### src/rtl/gcd_pkg.sv
// gcd_pkg: definitions shared by the GCD datapath and its control FSM.
// Latency: n/a (types and constants only).
// Backpressure: n/a.
// Contents: default widths, select encodings for xsel/ysel, status flag bundle.
package gcd_pkg;

  localparam int WIDTH_DEF = 8;
  localparam int CNT_W_DEF = 8;

  // Operand source selects as driven on xsel/ysel.
  localparam logic SEL_INPUT = 1'b1;  // take xin/yin
  localparam logic SEL_DIFF  = 1'b0;  // take the running difference

  // Status the control FSM branches on.
  typedef struct packed {
    logic eqflg;  // X == Y
    logic ltflg;  // X < Y, unsigned
    logic zflg;   // X == 0 or Y == 0
  } flags_t;

endpackage

### src/rtl/gcd_datapath_if.sv
// gcd_datapath_if: command/status bundle between the GCD control FSM and datapath.
// Latency: n/a (wires only).
// Backpressure: none; commands are acted on at every clock edge.
// master: FSM side, drives operands and load/select commands, reads flags/results.
// slave:  datapath side, the mirror image.
interface gcd_datapath_if
  import gcd_pkg::*;
#(
  parameter int WIDTH = WIDTH_DEF,
  parameter int CNT_W = CNT_W_DEF
) ();

  logic [WIDTH-1:0] xin;
  logic [WIDTH-1:0] yin;
  logic             xsel;
  logic             ysel;
  logic             xld;
  logic             yld;
  logic             gld;
  logic             eqflg;
  logic             ltflg;
  logic             zflg;
  logic [WIDTH-1:0] gcd;
  logic             valid;
  logic [CNT_W-1:0] iters;

  modport master (
    output xin, yin, xsel, ysel, xld, yld, gld,
    input  eqflg, ltflg, zflg, gcd, valid, iters
  );

  modport slave (
    input  xin, yin, xsel, ysel, xld, yld, gld,
    output eqflg, ltflg, zflg, gcd, valid, iters
  );

endinterface

### src/rtl/gcd_sub_cmp.sv
// gcd_sub_cmp: both-direction differences and compare flags for the X/Y operands.
// Latency: purely combinational.
// Backpressure: none.
// Ports: x, y in; xmy = x-y, ymx = y-x (modulo 2^WIDTH); flags = {eq, lt, zero}.
module gcd_sub_cmp
  import gcd_pkg::*;
#(
  parameter int WIDTH = WIDTH_DEF
) (
  input  logic [WIDTH-1:0] x,
  input  logic [WIDTH-1:0] y,
  output logic [WIDTH-1:0] xmy,
  output logic [WIDTH-1:0] ymx,
  output flags_t           flags
);

  // Both differences are always produced so a simultaneous X and Y subtract
  // load sees values computed from the same pre-edge operands.
  assign xmy = x - y;
  assign ymx = y - x;

  always_comb begin
    flags       = '0;
    flags.eqflg = (x == y);
    flags.ltflg = (x < y);
    flags.zflg  = (x == '0) || (y == '0);
  end

endmodule

### src/rtl/gcd_datapath.sv
// gcd_datapath: X/Y operand registers, G result, iteration counter and valid flag for the GCD FSM.
// Latency: loads take effect on the clock edge; flags follow X/Y with no extra pipeline stage.
// Backpressure: none; every asserted load is executed on the next edge.
// Ports: clk, clr (async, active-high), dp (slave side of gcd_datapath_if).
module gcd_datapath
  import gcd_pkg::*;
#(
  parameter int WIDTH = WIDTH_DEF,
  parameter int CNT_W = CNT_W_DEF
) (
  input logic           clk,
  input logic           clr,
  gcd_datapath_if.slave dp
);

  localparam logic [CNT_W-1:0] ITERS_MAX = '1;

  logic [WIDTH-1:0] x_q;
  logic [WIDTH-1:0] y_q;
  logic [WIDTH-1:0] g_q;
  logic             valid_q;
  logic [CNT_W-1:0] iters_q;

  logic [WIDTH-1:0] xmy;
  logic [WIDTH-1:0] ymx;
  flags_t           flags;

  logic [WIDTH-1:0] x_src;
  logic [WIDTH-1:0] y_src;
  logic             op_ld;
  logic             sub_ld;

  gcd_sub_cmp #(
    .WIDTH (WIDTH)
  ) u_sub_cmp (
    .x     (x_q),
    .y     (y_q),
    .xmy   (xmy),
    .ymx   (ymx),
    .flags (flags)
  );

  assign x_src = (dp.xsel == SEL_INPUT) ? dp.xin : xmy;
  assign y_src = (dp.ysel == SEL_INPUT) ? dp.yin : ymx;

  // A fresh operand starts a new computation; a subtract load is one
  // iteration of the current one. Both X and Y subtracting counts once.
  assign op_ld  = (dp.xld && (dp.xsel == SEL_INPUT)) || (dp.yld && (dp.ysel == SEL_INPUT));
  assign sub_ld = (dp.xld && (dp.xsel == SEL_DIFF))  || (dp.yld && (dp.ysel == SEL_DIFF));

  always_ff @(posedge clk or posedge clr) begin
    if (clr) begin
      x_q     <= '0;
      y_q     <= '0;
      g_q     <= '0;
      valid_q <= 1'b0;
      iters_q <= '0;
    end else begin
      if (dp.xld) x_q <= x_src;
      if (dp.yld) y_q <= y_src;
      // G always takes the pre-edge X, even when X is reloaded this cycle.
      if (dp.gld) g_q <= x_q;

      // A new operand invalidates the result, even if G is latched this cycle.
      if (op_ld)       valid_q <= 1'b0;
      else if (dp.gld) valid_q <= 1'b1;

      if (op_ld)
        iters_q <= '0;
      else if (sub_ld && (iters_q != ITERS_MAX))
        iters_q <= iters_q + CNT_W'(1);
    end
  end

  assign dp.eqflg = flags.eqflg;
  assign dp.ltflg = flags.ltflg;
  assign dp.zflg  = flags.zflg;
  assign dp.gcd   = g_q;
  assign dp.valid = valid_q;
  assign dp.iters = iters_q;

endmodule
### src/flat_wrapper.sv
// flat-port wrapper written by rule: the top's interface ports become plain ports
module gcd_datapath_flat import gcd_pkg::*;
#(
  parameter int WIDTH = WIDTH_DEF,
  parameter int CNT_W = CNT_W_DEF
)
  (clk, clr, dp_xin, dp_yin, dp_xsel, dp_ysel, dp_xld, dp_yld, dp_gld, dp_eqflg, dp_ltflg, dp_zflg, dp_gcd, dp_valid, dp_iters);
  gcd_datapath_if #(.WIDTH(WIDTH), .CNT_W(CNT_W)) dp_i ();
  input logic clk;
  input logic clr;
  input wire logic [$bits(dp_i.xin)-1:0] dp_xin;
  input wire logic [$bits(dp_i.yin)-1:0] dp_yin;
  input wire logic [$bits(dp_i.xsel)-1:0] dp_xsel;
  input wire logic [$bits(dp_i.ysel)-1:0] dp_ysel;
  input wire logic [$bits(dp_i.xld)-1:0] dp_xld;
  input wire logic [$bits(dp_i.yld)-1:0] dp_yld;
  input wire logic [$bits(dp_i.gld)-1:0] dp_gld;
  output wire logic [$bits(dp_i.eqflg)-1:0] dp_eqflg;
  output wire logic [$bits(dp_i.ltflg)-1:0] dp_ltflg;
  output wire logic [$bits(dp_i.zflg)-1:0] dp_zflg;
  output wire logic [$bits(dp_i.gcd)-1:0] dp_gcd;
  output wire logic [$bits(dp_i.valid)-1:0] dp_valid;
  output wire logic [$bits(dp_i.iters)-1:0] dp_iters;
  assign dp_i.xin = dp_xin;
  assign dp_i.yin = dp_yin;
  assign dp_i.xsel = dp_xsel;
  assign dp_i.ysel = dp_ysel;
  assign dp_i.xld = dp_xld;
  assign dp_i.yld = dp_yld;
  assign dp_i.gld = dp_gld;
  assign dp_eqflg = dp_i.eqflg;
  assign dp_ltflg = dp_i.ltflg;
  assign dp_zflg = dp_i.zflg;
  assign dp_gcd = dp_i.gcd;
  assign dp_valid = dp_i.valid;
  assign dp_iters = dp_i.iters;
  gcd_datapath #(.WIDTH(WIDTH), .CNT_W(CNT_W)) u_core (.clk(clk), .clr(clr), .dp(dp_i));
endmodule
### config.mk
export PLATFORM = sky130hd
export DESIGN_NAME = gcd_datapath_flat
export DESIGN_NICKNAME = d
export VERILOG_FILES = /design/src/rtl/gcd_pkg.sv /design/src/rtl/gcd_datapath_if.sv /design/src/rtl/gcd_sub_cmp.sv /design/src/rtl/gcd_datapath.sv /design/src/flat_wrapper.sv
export SDC_FILE = /design/constraint.sdc
export NUM_CORES = 1
export LEC_CHECK = 0
export BUFFER_PORTS_ARGS = -buffer_cell sky130_fd_sc_hd__buf_2
export CAP_MARGIN = 20
export CELL_PAD_IN_SITES_DETAIL_PLACEMENT = 1
export CELL_PAD_IN_SITES_GLOBAL_PLACEMENT = 1
export CORE_MARGIN = 4
export CORE_UTILIZATION = 30
export CTS_CLUSTER_DIAMETER = 40
export DETAILED_ROUTE_END_ITERATION = 16
export PLACE_DENSITY = 0.61
export SYNTH_ARGS = -nofsm -noshare
export SYNTH_HDL_FRONTEND = slang
export SYNTH_SLANG_ARGS = --single-unit
### constraint.sdc
create_clock -name clk -period 5.4 [get_ports clk]
set_clock_uncertainty 0.1 [all_clocks]
set_input_delay 0.81 -clock clk [delete_from_list [all_inputs] [get_ports clk]]
set_output_delay 0.81 -clock clk [all_outputs]
set_load 0.005 [all_outputs]
* Word level (Yosys, flattened, before mapping) *
Index checks and enable logic that the tools add are counted.

storage, ports and cells
  register bits after elaboration = 33
  input bits = 23
  output and inout port bits = 20
  word-level logic and storage cells = 31

cells by class
  $add $sub $neg = 3
  $lt $le $gt $ge = 1
  equal/unequal tests = 2
  multiplexer cells = 6
  bitwise logic cells = 2
  reduce and logical (&&, ||, !) cells = 12

operator list
  cell                                                           number
  8-bit 2-to-1 mux                                               4
  8-bit zero test                                                2
  8-bit subtractor                                               2
  8-bit by 1-bit adder with 8-bit output, second input constant  1
  8-bit == test                                                  1
  8-bit < comparator                                             1
  8-bit inequality test, second input constant                   1
  1-bit logical AND                                              5
  2-bit nonzero test                                             2
  1-bit logical OR                                               3
  1-bit 2-to-1 mux                                               2
  1-bit NOT                                                      2

* Depth between registers and ports, before layout *
Gate-level depths: netlist of run 1.

  depth in word-level cells = 6
  depth in mapped cells = 7
  depth with buffers taken out = 7

* Hierarchy *
From an unflattened synthesis of run 1, not the netlist that was laid out.

second synthesis, totals
  cell total of the unflattened synthesis = 251
  area total of the unflattened synthesis = 2317.2 um^2

modules (own cells, without submodules)
  module        times used  cells an instance  area an instance (um^2)  seq. area each (um^2)
  gcd_datapath  1           136                1521.5                   825.8
  gcd_sub_cmp   1           115                795.8                    0.0

* Worst setup path before layout of run 1 *
No wires, ideal clock.

  path type = register to output
  from = register u_core.x_q[0]
  to = output dp_ltflg
  arrival = 1.558 ns
  data required time = 4.490 ns
  path slack = 2.932 ns
  cell stages (with the launch flop) = 8
  buffers on the path = 0
  path through = dfrtp_1 > inv_1 > ha_1 > fa_1 > nor2b_1 > o31ai_1 > a21oi_1 > a31oi_1

on the way
  word-level cells in the longest chain between the ends = 1

ends and longest elaborated chain
  what                      line                source
  start: declaration        gcd_datapath.sv:18  logic [WIDTH-1:0] x_q;
  start signal: assignment  gcd_datapath.sv:59  if (dp.xld) x_q <= x_src;
  8-bit < comparator        gcd_sub_cmp.sv:25   flags.ltflg = (x < y);
  end: declaration          flat_wrapper.sv:19  output wire logic [$bits(dp_i.ltflg)-1:0] dp_ltflg;

Every way passes these cells.

* Final worst setup path of run 1 *
Same ends and word-level chain as after synthesis.

==> metrics.yaml, run 1 <==
avgViaCountPerCell: 5.21
outcome: "finished clean"
clockBufferDepth: 2
synthFlopType: "dfrtp_1"
drt_pass1_iterations: 4
hold_path.class: "flop to flop"
clk_latency_ns: 0.29
ys_types: 40
fmax_mhz: 316
ioPinCount: 43
ys_warn_count: 0
min_period_ns: 3.17
drc_errors: 0
seq_area_frac_synth_pct: 36.3
peakVddDrop_mv: 0.136
io_buffers: 42
grt_max_degree: 34
post_cts_buffers: 0
crit_arrival_ns: 2.26
path_clk_slew_ns: 0.07
cts_num_sinks: 33
setup_violations: 0
power_mw: 1.20
synth_cells: 264
drt-initial-drc-count: 62
finalWirelength_um: 6330
dp_hpwl_um: 4870
grt_pass1_vias: 2156
place_congestion: 0.751
period_share_pct: 58.6
drive_gt1_share_pct: 20.5
core_um2: 7330
antennaDiodeCount: 0
crit_fanout: 5
cap_viol_max_count: 0
track_usage_pct: 15.0
root_buffer: "clkbuf_8"
syn2layout_area_growth_pct: 17.9
leakagePower_nw: 1.25
multiInputGateArea_um2: 1340
mostFrequentLayoutCells: "42 x buf_2, 33 x dfrtp_1, 28 x a21oi_1"
ff_latch_area_um2: 826
layout_commonest_cell: "buf_2"
postCtsHoldBufs: 0
tightest_slew_ns: 0.591
post_cts_resized: 0
max-slew-margin-rel_pct: 60.6
drv_slew: 0
postSynth.asyncResetShare_pct: 100
antenna_found_initial: 0
synth_enable_flop_cells: 0
floorplan.die_area_um2: 9040
cts_made_buffers: 5
end_kind: "primary output"
power_density_nw_per_um2: 446
overflow: 0
worstPathRequired_ns: 4.49
start_kind: "flop"
fillers: 879
initial_core_util_pct: 31.0
ys_seq_elements: 33
nets: 342
h-tree-depth: 2
syn_area_um2: 2280
dieHeight_um: 95.1
wl_per_cell_um: 15.8
hold_violations: 0
vias: 2089
rows: 31
cts_tree: "done"
synthesis.nets: 305
tns_ns: 0
postSynthAreaPerCell_um2: 8.62
drt.antenna.violating_nets: 0
die_w_um: 95.1
rsz0062_at_grt: "false"
criticalPathCategory: "flop to primary output"
grt_first_pass_wirelength_um: 10500
## cells in the mapped netlist (all sizes together) (5+ instances only)
cell | instances | area [um2]
nand2b | 5 | 33.8
o21ai | 7 | 35.0
nor2b | 6 | 37.5
or4 | 5 | 37.5
nand2 | 19 | 71.3
mux2 | 8 | 90.1
o31ai | 5 | 37.5
nor2 | 27 | 101
inv | 16 | 60.1
dfrtp | 33 | 826
o21a | 7 | 52.6
ha | 16 | 200
nand3 | 14 | 70.1
a21oi | 28 | 140
nand3b | 6 | 45.0
clkbuf | 9 | 33.8
## power breakdown
part / switching (mW) / internal (mW)
clock network: 0.0957 / 0.151
logic: 0.326 / 0.240
registers: 0.0702 / 0.313
## metal layers
metal / track usage, % / vias to the layer above / part of all wire (%)
li1: - / 1024 / -
met1: 18.2 / 1016 / 46
met2: 25.9 / 42 / 48
met3: 3.39 / 7 / 4.2
met4: 5.29 / 0 / 1.8
met5: 0 / - / 0
## critical path: stages, from the launching register on
cell	delay (ns)
dfrtp_1	0.42
inv_1	0.07
ha_1	0.22
fa_1	0.40
nor2b_1	0.25
o31ai_1	0.13
a21oi_1	0.21
a31oi_1	0.13
buf_2	0.15
## sequential cells by signal, indices dropped and copies added (netlist names)
name and flops:
u_core.dp.gcd 8, u_core.x_q 8, u_core.dp.iters 8, u_core.y_q 8, u_core.dp.valid 1
## path summary, 6_finish.rpt
kind                                 startpoint               to  slack (ns)  cells after the start
worst max-delay path              u_core.x_q[0]         dp_ltflg        2.23                      8
worst min-delay path            u_core.dp.valid  u_core.dp.valid        0.40                      2
worst min register to register  u_core.dp.valid  u_core.dp.valid        0.40                      2
worst max register to register    u_core.x_q[0]    u_core.x_q[4]        3.23                      7
max in group asynchronous                   clr    u_core.y_q[3]        4.37                      3
min in group asynchronous                   clr  u_core.dp.valid        0.51                      3
## through the flow
step	instance area, um2	setup WS [ns]	instances	hold WS, ns	util, %
after global placement	2570	2.64	393	0.385	35.0
after detailed placement	2570	2.58	393	0.386	35.0
after global routing	2680	2.07	401	0.425	36.6
after CTS	2680	2.24	401	0.405	36.6
after floorplan	2280	2.93	264	0.383	-
final	2680	2.23	401	0.399	36.6
## cell type report
cell class	count	area share [%]
flip-flops and latches	33	30.8
inverters	16	2.24
clock inverters	1	1.12
multi-input cells	202	49.9
well taps	99	4.62
clock buffers	7	3.22
repair buffers	43	8.11
## kinds of logic (layout without fill, tap and decap cells)
logic type / count (synthesis) / count (layout) / synth area share (%)
AND/OR/NAND/NOR: 104 / 104 / 23.7
adder cells (fa/ha/maj): 18 / 18 / 10.6
buffers and inverters: 29 / 67 / 4.84
multiplexers: 10 / 10 / 4.84
XOR/XNOR: 1 / 1 / 0.385
flip-flops: 33 / 33 / 36.3
AO/OA/AOI/OAI: 69 / 69 / 19.4
(Power assumes the default switching activity.)
==> run 2, diff against run 1 <==
--- a/config.mk
+++ b/config.mk
@@ -5,6 +5,7 @@
 export SDC_FILE = /design/constraint.sdc
 export NUM_CORES = 1
 export LEC_CHECK = 0
+export ABC_AREA = 1
 export BUFFER_PORTS_ARGS = -buffer_cell sky130_fd_sc_hd__buf_2
 export CAP_MARGIN = 20
 export CELL_PAD_IN_SITES_DETAIL_PLACEMENT = 1
@@ -13,7 +14,7 @@
 export CORE_UTILIZATION = 30
 export CTS_CLUSTER_DIAMETER = 40
 export DETAILED_ROUTE_END_ITERATION = 16
-export PLACE_DENSITY = 0.61
+export PLACE_DENSITY = 0.63
 export SYNTH_ARGS = -nofsm -noshare
 export SYNTH_HDL_FRONTEND = slang
 export SYNTH_SLANG_ARGS = --single-unit
==> constraint.sdc (replaced) <==
create_clock -name clk -period 3 [get_ports clk]
set_clock_uncertainty 0.1 [all_clocks]
set_input_delay 0.45 -clock clk [delete_from_list [all_inputs] [get_ports clk]]
set_output_delay 0.45 -clock clk [all_outputs]
set_load 0.005 [all_outputs]
==> metrics.yaml, run 2 <==
syn_area_um2: 2280  # +0.38%
postSynthAreaPerCell_um2: 7.32  # -15%
clockBufferDepth: 2  # unchanged
core_um2: 7330  # unchanged
avgViaCountPerCell: 4.65  # -11%
post_cts_resized: 0  # unchanged
synth_most_common_cell: "nand2_1"
comb_power_share_pct: 59.4  # +12 points
placed_cells: 445  # +13%
synthFlopType: "dfrtp_1"
tns_ns: 0  # unchanged
synth_common_cells: "87 x nand2_1, 48 x inv_1, 44 x nand3_1, 33 x dfrtp_1, 16 x ha_1"
drv_slew: 0  # unchanged
cts_made_buffers: 5  # unchanged
cpMaxStageDelayCell: "fa_1"
fin_hold_ws_ns: 0.144  # -0.255 ns
vias: 2108  # +0.91%
hold_violations: 0  # unchanged
floorplan.die_area_um2: 9080  # +0.35%
switching_share_pct: 49.4  # +8.3 points
synth_top_cell_area_share_pct: 36.1  # -0.14 points
clkPwrFrac_pct: 13.5  # -7.1 points
grt_max_degree: 19  # -44%
cts_num_sinks: 33  # unchanged
dp_hpwl_um: 5310  # +9.0%
crit_fanout: 4  # -1
setup_violations: 0  # unchanged
tightest_slew_ns: 0.683  # +0.0913 ns
finalWirelength_um: 6550  # +3.6%
clk_latency_ns: 0.29  # about the same
start_kind: "flop"
io_buffers: 42  # unchanged
ys_warn_count: 0  # unchanged
criticalPathCategory: "flop to primary output"
antennaDiodeCount: 0  # unchanged
nets: 394  # +15%
root_buffer: "clkbuf_8"
cts_tree: "done"
h-tree-depth: 2  # unchanged
p_seq_share_pct: 27.0  # -5.0 points
grt_pass1_vias: 2207  # +2.4%
dieHeight_um: 95.3  # +0.17%
synth_enable_flop_cells: 0  # unchanged
fmax_mhz: 406
outcome: "finished clean"
rows: 31  # unchanged
antenna_found_initial: 0  # unchanged
crit_chain: "inv_1 -> ha_1 -> fa_1 -> o21bai_1 -> a21oi_1 -> buf_2"
die_w_um: 95.3  # +0.17%
cp_slowest_stage_delay_ns: 0.44  # +0.02 ns
p_int_mw: 1.28  # +82%
post_cts_buffers: 0  # unchanged
synthTopCellsByArea: "dfrtp_1 36%, nand2_1 14%, nand3_1 9.6%, ha_1 8.8%, inv_1 7.9%"
drt-initial-drc-count: 98  # +58%
seq_area_frac_synth_pct: 36.1  # -0.14 points
postSynth.asyncResetShare_pct: 100  # unchanged
overflow: 0  # unchanged
drive_gt1_share_pct: 17.2  # -3.3 points
track_usage_pct: 15.6  # +0.62 points
drt.antenna.violating_nets: 0  # unchanged
peakVddDrop_mv: 0.238  # +76%
p_sw_mw: 1.25  # +150%
postCtsHoldBufs: 0  # unchanged
min_period_ns: 2.46
synth_area_leader_cell: "dfrtp_1"
ioPinCount: 43  # unchanged
final_cell_count_no_fill: 453  # +13%
synthesis.nets: 353  # +16%
fillers: 952  # +8.3%
mostFrequentLayoutCells: "87 x nand2_1, 48 x inv_1, 44 x nand3_1"
wl_per_cell_um: 14.5  # -8.3%
leakagePower_nw: 1.49  # +20%
layout_commonest_cell: "nand2_1"
drc_errors: 0  # unchanged
final_util_pct: 36.3  # -0.29 points
end_kind: "primary output"
period_share_pct: 82.1
ys_types: 28  # -30%
synth_cells: 312  # +18%
initial_core_util_pct: 31.2  # +0.12 points
cap_viol_max_count: 0  # unchanged
worstPathRequired_ns: 2.45  # -2.04 ns
grt_first_pass_wirelength_um: 11000  # +4.4%
power_density_nw_per_um2: 950  # +110%
path_clk_slew_ns: 0.07  # about the same
rrSetupSlack_ns: 1.16  # -2.07 ns
rsz0062_at_grt: "false"
hold_path.class: "primary input to async pin"
syn2layout_area_growth_pct: 16.5
crit_arrival_ns: 1.91  # -0.35 ns
ys_seq_elements: 33  # unchanged
place_congestion: 0.837  # +11%
max-slew-margin-rel_pct: 54.4  # -6.1 points
drt_pass1_iterations: 4  # unchanged
[run 2: cell count changes after synthesis, moves of 6 or more]
cell      previous run  this run
nand2_1             19        87
nand3_1             14        44
xor2_1               0         7
inv_1               16        48
nor2_1              27        13
mux2_2               8         0
o21a_1               7         0
o21ai_0              7        14
clkbuf_1             9         2
nor2b_1              6         0
a21oi_1             28         8
o221ai_1             0         6
[run 2: power by group through the flow]
| stage | clock (mW) | combinational [mW] | sequential (mW) |
|---|---|---|---|
| after floorplan | 0 | 1.08 | 0.670 |
| after global placement | 0 | 1.48 | 0.681 |
| after detailed placement | 0 | 1.49 | 0.694 |
| final | 0.342 | 1.50 | 0.684 |
| after global routing | 0.382 | 1.74 | 0.702 |
| after CTS | 0.357 | 1.51 | 0.685 |
[run 2: layout make-up]
cell class / count / area, um2 / area share, %
multi-input combinational: 218 / 1210 / 45.5
timing repair buffer: 43 / 218 / 8.18
clock buffer: 5 / 68.8 / 2.58
clock inverter: 3 / 17.5 / 0.658
tap: 99 / 124 / 4.65
inverter: 52 / 198 / 7.42
sequential: 33 / 826 / 31.0
[run 2: logic make-up after synthesis]
family                     synth area share, %
AOI/OAI and AO/OA                         9.69
xor gates and xnor gates                  2.68
adders and majority gates                 10.5
buffers and inverters                     10.8
DFF                                       36.1
and+or+nand+nor                           30.1
[run 2: final timing paths]
path                                  start                  to  cells past startpoint
min in group clk                  dp_yin[2]       u_core.y_q[2]                      3
setup / recovery              u_core.x_q[0]            dp_ltflg                      6
hold / removal                          clr  u_core.dp.iters[3]                      2
max in group asynchronous               clr       u_core.y_q[6]                      3
setup reg to reg              u_core.x_q[0]       u_core.x_q[6]                      8
hold reg to reg            u_core.dp.gcd[5]    u_core.dp.gcd[5]                      2
[run 2: stage by stage]
step / power [mW] / cell area [um2] / worst slack (ns)
after detailed placement: 2.19 / 2580 / 0.858
after CTS: 2.55 / 2660 / 0.521
after global placement: 2.17 / 2580 / 0.897
after floorplan: 1.75 / 2280 / 1.14
final: 2.53 / 2660 / 0.538
after global routing: 2.82 / 2660 / 0.369
[run 2: routing by layer]
layer | global-route usage (%) | part of all wire, %
met5 | 0 | 0
met4 | 3.97 | 1.2
met3 | 3.00 | 3.9
met2 | 23.4 | 42
met1 | 22.9 | 52
[run 2: worst max-delay path, delay by kind of cell, from the launching register on]
kind	cells	cell delay, ns
compound gates	2	0.37
fa+ha+maj	2	0.68
buf+inv	2	0.22
flops	1	0.36
==> run 3, diff against run 2 <==
--- a/config.mk
+++ b/config.mk
@@ -5,7 +5,7 @@
 export SDC_FILE = /design/constraint.sdc
 export NUM_CORES = 1
 export LEC_CHECK = 0
-export ABC_AREA = 1
+export ABC_AREA = 0
 export BUFFER_PORTS_ARGS = -buffer_cell sky130_fd_sc_hd__buf_2
 export CAP_MARGIN = 20
 export CELL_PAD_IN_SITES_DETAIL_PLACEMENT = 1
@@ -14,7 +14,7 @@
 export CORE_UTILIZATION = 30
 export CTS_CLUSTER_DIAMETER = 40
 export DETAILED_ROUTE_END_ITERATION = 16
-export PLACE_DENSITY = 0.63
+export PLACE_DENSITY = 0.61
 export SYNTH_ARGS = -nofsm -noshare
 export SYNTH_HDL_FRONTEND = slang
 export SYNTH_SLANG_ARGS = --single-unit
==> constraint.sdc (replaced) <==
create_clock -name clk -period 2.5 [get_ports clk]
set_clock_uncertainty 0.1 [all_clocks]
set_input_delay 0.375 -clock clk [delete_from_list [all_inputs] [get_ports clk]]
set_output_delay 0.375 -clock clk [all_outputs]
set_load 0.005 [all_outputs]
==> metrics.yaml, run 3 (same netlist as run 1, synthesis figures left out) <==
drv_slew: 0  # unchanged
rows: 31  # unchanged
dp_hpwl_um: 4970  # -6.3%
leakagePower_nw: 1.31  # -12%
drive_gt1_share_pct: 25.5  # +8.2 points
clkPwrFrac_pct: 19.6  # +6.1 points
cts_tree: "done"
drt-initial-drc-count: 54  # -45%
cts_num_sinks: 33  # unchanged
wl_per_cell_um: 16.2  # +12%
floorplan.die_area_um2: 9040  # -0.35%
cap_viol_max_count: 0  # unchanged
r2r_end: "u_core.y_q[4]"
start_kind: "flop"
antenna_found_initial: 0  # unchanged
drt.antenna.violating_nets: 0  # unchanged
clockBufferDepth: 2  # unchanged
clk_latency_ns: 0.29  # about the same
cp-endpoint: "dp_ltflg"
power_mw: 2.74  # +8.3%
tns_ns: 0  # unchanged
setup_violations: 0  # unchanged
end_kind: "primary output"
reg2reg_depth: 7  # -1
drt_pass1_iterations: 4  # unchanged
root_buffer: "clkbuf_8"
p_seq_share_pct: 30.0  # +3.0 points
period_share_pct: 94.5
layout_commonest_cell: "buf_2"
tightest_slew_ns: 0.525  # -0.158 ns
ioPinCount: 43  # unchanged
h-tree-depth: 2  # unchanged
drc_errors: 0  # unchanged
crit_fanout: 4  # unchanged
rrSetupSlack_ns: 0.34  # -0.82 ns
peakVddDrop_mv: 0.394  # +66%
place_congestion: 0.750  # -10%
fmax_mhz: 423
max-slew-margin-rel_pct: 65.0  # +11 points
path_clk_slew_ns: 0.08  # about the same
p_int_mw: 1.62  # +26%
outcome: "finished clean"
cts_made_buffers: 5  # unchanged
final_util_pct: 38.3  # +2.0 points
vias: 2144  # +1.7%
r2r-start: "u_core.x_q[0]"
min_period_ns: 2.36
grt_pass1_vias: 2238  # +1.4%
criticalPathCategory: "flop to primary output"
die_w_um: 95.1  # -0.17%
mostFrequentLayoutCells: "42 x buf_2, 33 x dfrtp_1, 27 x a21oi_1, 27 x nor2_1, 19 x nand2_1"
initial_core_util_pct: 31.0  # -0.12 points
nets: 354  # -10%
hold_violations: 0  # unchanged
avgViaCountPerCell: 5.19  # +12%
power_density_nw_per_um2: 976  # +2.7%
grt_max_degree: 34  # +15
crit_arrival_ns: 1.89  # -0.02 ns
comb_power_share_pct: 50.4  # -9.0 points
critPathLaunch: "u_core.y_q[0]"
finalWirelength_um: 6670  # +1.8%
hold_path.class: "primary input to async pin"
io_buffers: 42  # unchanged
overflow: 0  # unchanged
syn2layout_area_growth_pct: 23.3
track_usage_pct: 15.5  # -0.071 points
grt_first_pass_wirelength_um: 11000  # +0.76%
worstPathRequired_ns: 2.03  # -0.42 ns
p_sw_mw: 1.13  # -10%
core_um2: 7330  # unchanged
fin_hold_ws_ns: 0.0678  # -0.0761 ns
switching_share_pct: 41.1  # -8.4 points
dieHeight_um: 95.1  # -0.17%
antennaDiodeCount: 0  # unchanged
[run 3: cell types whose count changed in the layout (fill, tap and decap cells not counted), moves of 12 or more]
cell and change:
a21oi_1 +19, buf_4 +12, inv_1 -32, nand2_1 -68
nand3_1 -30, nor2_1 +14
[run 3: worst min path at each step]
stage                                     to  slack (ns)  cells past startpoint
final                     u_core.dp.iters[6]        0.07                      3
after floorplan              u_core.dp.valid        0.38                      2
after global routing      u_core.dp.iters[6]        0.13                      3
after CTS                 u_core.dp.iters[6]        0.10                      3
after global placement       u_core.dp.valid        0.38                      2
after detailed placement    u_core.dp.gcd[4]        0.39                      1
[run 3: worst max-delay path, cell delays in order, from the launching register on]
cell and delay [ns]:
dfrtp_1 0.41, ha_2 0.19, fa_2 0.36, nor2b_4 0.16, o31ai_4 0.07, a21oi_2 0.15
a31oi_1 0.11, buf_2 0.15
[run 3: power by group through the flow]
stage | combinational (mW) | sequential, mW | clock (mW)
after floorplan | 0.881 | 0.792 | 0
after global placement | 1.26 | 0.835 | 0
after detailed placement | 1.28 | 0.836 | 0
after CTS | 1.33 | 0.825 | 0.552
after global routing | 1.57 | 0.848 | 0.577
final | 1.38 | 0.822 | 0.538
[run 3: layer usage]
| layer | global-route usage [%] | vias to the layer above | part of all wire, % |
|---|---|---|---|
| li1 | - | 1039 | - |
| met5 | 0 | - | 0 |
| met3 | 2.68 | 5 | 4.2 |
| met1 | 19.8 | 1061 | 45 |
| met4 | 2.88 | 0 | 0.69 |
| met2 | 27.6 | 39 | 51 |
[run 3: metrics by stage]
step           cell area [um2]  setup slack, ns  std cells
6_report                  2810            0.138        413
5_1_grt                   2810         -0.00442        413
4_1_cts                   2750          0.00418        409
3_5_place_dp              2610            0.116        399
3_3_place_gp              2610            0.174        399
2_1_floorplan             2280            0.467        264
[run 3: final cells by class]
cell class | instances | area, um2
Timing Repair Buffer | 55 | 308
Fill cell | 883 | 4520
Clock buffer | 7 | 86.3
Clock inverter | 1 | 30.0
Inverter | 16 | 60.1
Tap cell | 99 | 124
Sequential cell | 33 | 826
Multi-Input combinational cell | 202 | 1370
[run 3: repair_timing]
action                     CTS  global route
hold buffers                 0             0
pin swaps                    1             0
buffers inserted             2             4
gates resized for setup      2             6
setup endpoints to repair    1             1
